$ cat config.mk
export PLATFORM = sky130hd
export DESIGN_NAME = mux2_rr_arbiter
export DESIGN_NICKNAME = d
export VERILOG_FILES = /design/src/rtl/mux2_rr_arbiter.sv
export SDC_FILE = /design/constraint.sdc
export NUM_CORES = 1
export LEC_CHECK = 0
export CAP_MARGIN = 20
export CORE_UTILIZATION = 40
export DETAILED_ROUTE_END_ITERATION = 16
export PLACE_DENSITY = 0.64
export SLEW_MARGIN = 30
export SYNTH_ARGS = -nofsm -noshare
export SYNTH_HDL_FRONTEND = slang
export SYNTH_SLANG_ARGS = --single-unit
$ cat constraint.sdc
create_clock -name clk -period 1.95 [get_ports clk]
set_input_delay 0.2925 -clock clk [delete_from_list [all_inputs] [get_ports clk]]
set_output_delay 0.2925 -clock clk [all_outputs]
set_load 0.02 [all_outputs]
$ cat src/rtl/mux2_rr_arbiter.sv
// Round-robin arbiter and sequencer for a shared 2:1 datapath mux.
// Optional build switch: MUX2_ARB_FIXED_PRIO_EN selects fixed priority for requester 0.
module mux2_rr_arbiter #(
  parameter int WIDTH    = 3,
  parameter int MAX_HOLD = 4
) (
  input  logic             clk,
  input  logic             rst,
  input  logic             req0,
  input  logic             req1,
  input  logic [WIDTH-1:0] In0,
  input  logic [WIDTH-1:0] In1,
  output logic             gnt0,
  output logic             gnt1,
  output logic             sel,
  output logic [WIDTH-1:0] out1,
  output logic             out_valid
);

  typedef enum logic [1:0] {
    IDLE   = 2'd0,
    GRANT0 = 2'd1,
    GRANT1 = 2'd2
  } state_e;

  localparam logic [3:0] MAX_HOLD_C = 4'(MAX_HOLD);

  state_e           state_q, state_d;
  logic [3:0]       hold_q, hold_d;
  logic             sel_q, sel_d;
  logic [WIDTH-1:0] out1_q, out1_d;
  logic             out_valid_q, out_valid_d;

  // tie_to_1: requester 1 wins an IDLE tie; preempt0: GRANT0 may be forced off at MAX_HOLD.
  logic tie_to_1;
  logic preempt0;

`ifdef MUX2_ARB_FIXED_PRIO_EN
  assign tie_to_1 = 1'b0;
  assign preempt0 = 1'b0;
`else
  logic last_owner_q, last_owner_d;

  assign tie_to_1 = ~last_owner_q;
  assign preempt0 = 1'b1;
`endif

  // NOTE: every variable gets a default before the case logic so no path leaves it unassigned (no latches).
  always_comb begin
    state_d     = state_q;
    hold_d      = hold_q;
    sel_d       = sel_q;
    out1_d      = out1_q;
    out_valid_d = 1'b0;

    if (state_q == GRANT0 && req0) begin
      out1_d      = In0;
      out_valid_d = 1'b1;
    end else if (state_q == GRANT1 && req1) begin
      out1_d      = In1;
      out_valid_d = 1'b1;
    end

    case (state_q)
      IDLE: begin
        if (req0 && req1)  state_d = tie_to_1 ? GRANT1 : GRANT0;
        else if (req0)     state_d = GRANT0;
        else if (req1)     state_d = GRANT1;
      end
      GRANT0: begin
        if (!req0)                                        state_d = req1 ? GRANT1 : IDLE;
        else if (req1 && preempt0 && hold_q == MAX_HOLD_C) state_d = GRANT1;
      end
      GRANT1: begin
        if (!req1)                             state_d = req0 ? GRANT0 : IDLE;
        else if (req0 && hold_q == MAX_HOLD_C) state_d = GRANT0;
      end
      default: state_d = IDLE;
    endcase

    // Counter restarts at 1 on each new owner and saturates while the owner is kept.
    if (state_d == IDLE)           hold_d = 4'd0;
    else if (state_d != state_q)   hold_d = 4'd1;
    else if (hold_q < MAX_HOLD_C)  hold_d = hold_q + 4'd1;

    if (state_d == GRANT0)      sel_d = 1'b0;
    else if (state_d == GRANT1) sel_d = 1'b1;
  end

`ifndef MUX2_ARB_FIXED_PRIO_EN
  always_comb begin
    last_owner_d = last_owner_q;
    if (state_d != state_q && state_d != IDLE) last_owner_d = (state_d == GRANT1);
  end

  always_ff @(posedge clk) begin
    if (rst) last_owner_q <= 1'b1;
    else     last_owner_q <= last_owner_d;
  end
`endif

  // NOTE: sequential state uses non-blocking assignments so all flops update from pre-edge values.
  always_ff @(posedge clk) begin
    if (rst) begin
      state_q     <= IDLE;
      hold_q      <= 4'd0;
      sel_q       <= 1'b0;
      out1_q      <= '0;
      out_valid_q <= 1'b0;
    end else begin
      state_q     <= state_d;
      hold_q      <= hold_d;
      sel_q       <= sel_d;
      out1_q      <= out1_d;
      out_valid_q <= out_valid_d;
    end
  end

  assign gnt0      = (state_q == GRANT0);
  assign gnt1      = (state_q == GRANT1);
  assign sel       = sel_q;
  assign out1      = out1_q;
  assign out_valid = out_valid_q;

endmodule

==> flow_summary.yaml <==
run_status:
  outcome: "finished clean"
clock_network:
  path_clk_slew_ps: 80
  clk_path_buf_depth: 2
  cts-root-buf: "clkbuf_4"
  cts-hold-fix-buffers: 0
  cts_tree: "yes"
  clkSinkCount: 12
  post_cts.repair.setup_buffers: 0
  htree_levels: 1
  cts_resized: 0
  clk_latency_ps: 270
  cts_inserted_buffers: 3
floorplanning:
  start_util_pct: 45.3
  die_w_um: 44.5
  fp.dieH_um: 44.5
  rows: 14
  die_area_um2: 1980
  core_area_um2: 1590
  io_pins: 17
synthesis:
  synth.distinct_cells: 33
  synth_edf_count: 0
  yosys_warnings: 0
  synth_area_um2: 722
  yosys_most_used_dff: "dfxtp_1"
  async_flop_share_pct: 0
  yosys-top-cells-area: "dfxtp_1 33%, buf_6 4.7%, mux2i_1 4.2%"
  synth-seq-cells: 12
  ys_top_cells_by_count: "12 x dfxtp_1, 7 x nor2_1, 5 x inv_1, 5 x nand2_1, 4 x a211oi_1"
  syn_avg_cell_area_um2: 9.89
  seq_area_frac_synth_pct: 33.3
  syn_nets: 85
  yosysMostFrequentCell: "dfxtp_1"
  netlist.top_cell.by_area: "dfxtp_1"
  synthCells: 73
  synth_top_area_share_pct: 33.3
timing:
  finalHoldViolCount: 0
  slew_headroom_pct: 73.1
  slew_viol_final: 0
  rsz0062_at_grt: "false"
  finalSetupViolCount: 0
  post-route-min-period_ps: 1800
  skew_ps: 0.597
  worst_pin_slew_ps: 403
  fmax_ghz: 0.555
  finalCritPeriodShare_pct: 92.5
  setup_tns_ps: 0
critical_path:
  worst-setup-path-type: "flip-flop to output pin"
  arrival_ps: 1510
  cp-start-kind: "flip-flop"
  critPathRequiredTime_ps: 1660
  r2r_slack_ps: 390
  cp-end-kind: "output pin"
  path_max_fanout: 7
global_route:
  grt_max_degree: 11
  antenna_found_initial: 0
  grt_pass1_wl_um: 2600
  grt_usage_pct: 18.4
  grt_overflow: 0
  grt_pass1_vias: 571
placed_design:
  port_buffers: 16
  place_area_um2: 908
  hpwl_um: 1150
  routabilityCongestion: 0.783
worst_hold_path:
  hp-class: "flip-flop to flip-flop"
route:
  num_vias: 604
  viasPerCell: 5.12
  wl_per_cell_um: 13.4
  drc: 0
  totalWireLength_um: 1580
  drt.antenna.violating_nets: 0
  drt-pass1-iter-count: 3
  drt_iter0_markers: 5
finish:
  final_cell_area_um2: 945
  area_growth_pct: 30.8
  antenna_cells: 0
  drive_gt1_share_pct: 27.7
  fin_nets: 107
  n_fill_cell: 143
power:
  vdd_drop_max_mv: 0.426
  power.density_nw_per_um2: 648
  power.leakage_uw: 0.000378
flow_run:
  drv_cap: 0
## kinds of logic (layout without fill, tap and decap cells)
family	Yosys count	after routing	synth area share [%]
XOR/XNOR	1	1	1.21
multiplexers	3	3	4.16
adder cells (fa/ha/maj)	2	2	3.47
AO/OA/AOI/OAI	20	20	24.6
flip-flops	12	12	33.3
buffers and inverters	10	31	9.36
AND/OR/NAND/NOR	25	25	23.9
## through the flow
stage | hold WS (ps) | instances | setup WS [ps] | total power [uW] | util [%]
floorplan | 475 | 73 | 556 | 369 | -
global placement | 443 | 114 | 218 | 418 | 57.0
detailed placement | 450 | 114 | 181 | 420 | 57.0
CTS | 461 | 118 | 136 | 618 | 59.3
global route | 469 | 118 | 15.1 | 641 | 59.3
finish | 463 | 118 | 147 | 612 | 59.3
## placed cells by master, fill, tap and decap left out, drive strengths merged, types with 4 or more instances in the layout
master / count
a21oi: 4
clkbuf: 4
clkdlybuf4s50: 16
nor2: 9
nand2: 5
inv: 5
buf: 6
o21ai: 4
dfxtp: 12
a211oi: 4
## metal layers
metal	vias to the layer above	GRT usage, %	part of all wire [%]
met5	-	0	0
met4	0	10.9	0.95
met3	2	2.45	3.0
met2	12	28.8	48
met1	285	23.9	48
li1	305	-	-
## worst max-delay path, cell delays in order, from the launching register on
cell and delay, ps:
dfxtp_1 460, inv_1 90, nor2_1 90, clkdlybuf4s50_1 600
## cell type report
| type | count | area (um^2) | share of cell area (%) |
|---|---|---|---|
| Multi-Input combinational cell | 51 | 414 | 43.8 |
| Sequential cell | 12 | 240 | 25.4 |
| Timing Repair Buffer | 22 | 205 | 21.7 |
| Clock buffer | 4 | 36.3 | 3.84 |
| Tap cell | 24 | 30.0 | 3.18 |
| Inverter | 5 | 18.8 | 1.99 |
## sequential cells by signal, summed over array words and instances, names as in the netlist
register / flops
state_q: 2
out1: 3
sel: 1
hold_q: 4
out_valid: 1
last_owner_q: 1
## report_power, final
part	switching, uW	leakage (uW)	internal [uW]
registers	13.4	0.0000983	260
clock network	83.8	0.0000210	113
logic	66.9	0.000259	74.9
total	164	0.000378	448
## path summary, 6_finish.rpt
| path | start | end | depth (start not counted) |
|---|---|---|---|
| max reg2reg | hold_q[0]$_SDFFE_PP0P_ | hold_q[0]$_SDFFE_PP0P_ | 6 |
| min reg2reg | sel$_SDFFE_PP0P_ | sel$_SDFFE_PP0P_ | 2 |
| min | sel$_SDFFE_PP0P_ | sel$_SDFFE_PP0P_ | 2 |
| max | state_q[0]$_SDFF_PP0_ | gnt0 | 3 |
Note: power is estimated with default switching activity, not from simulation.
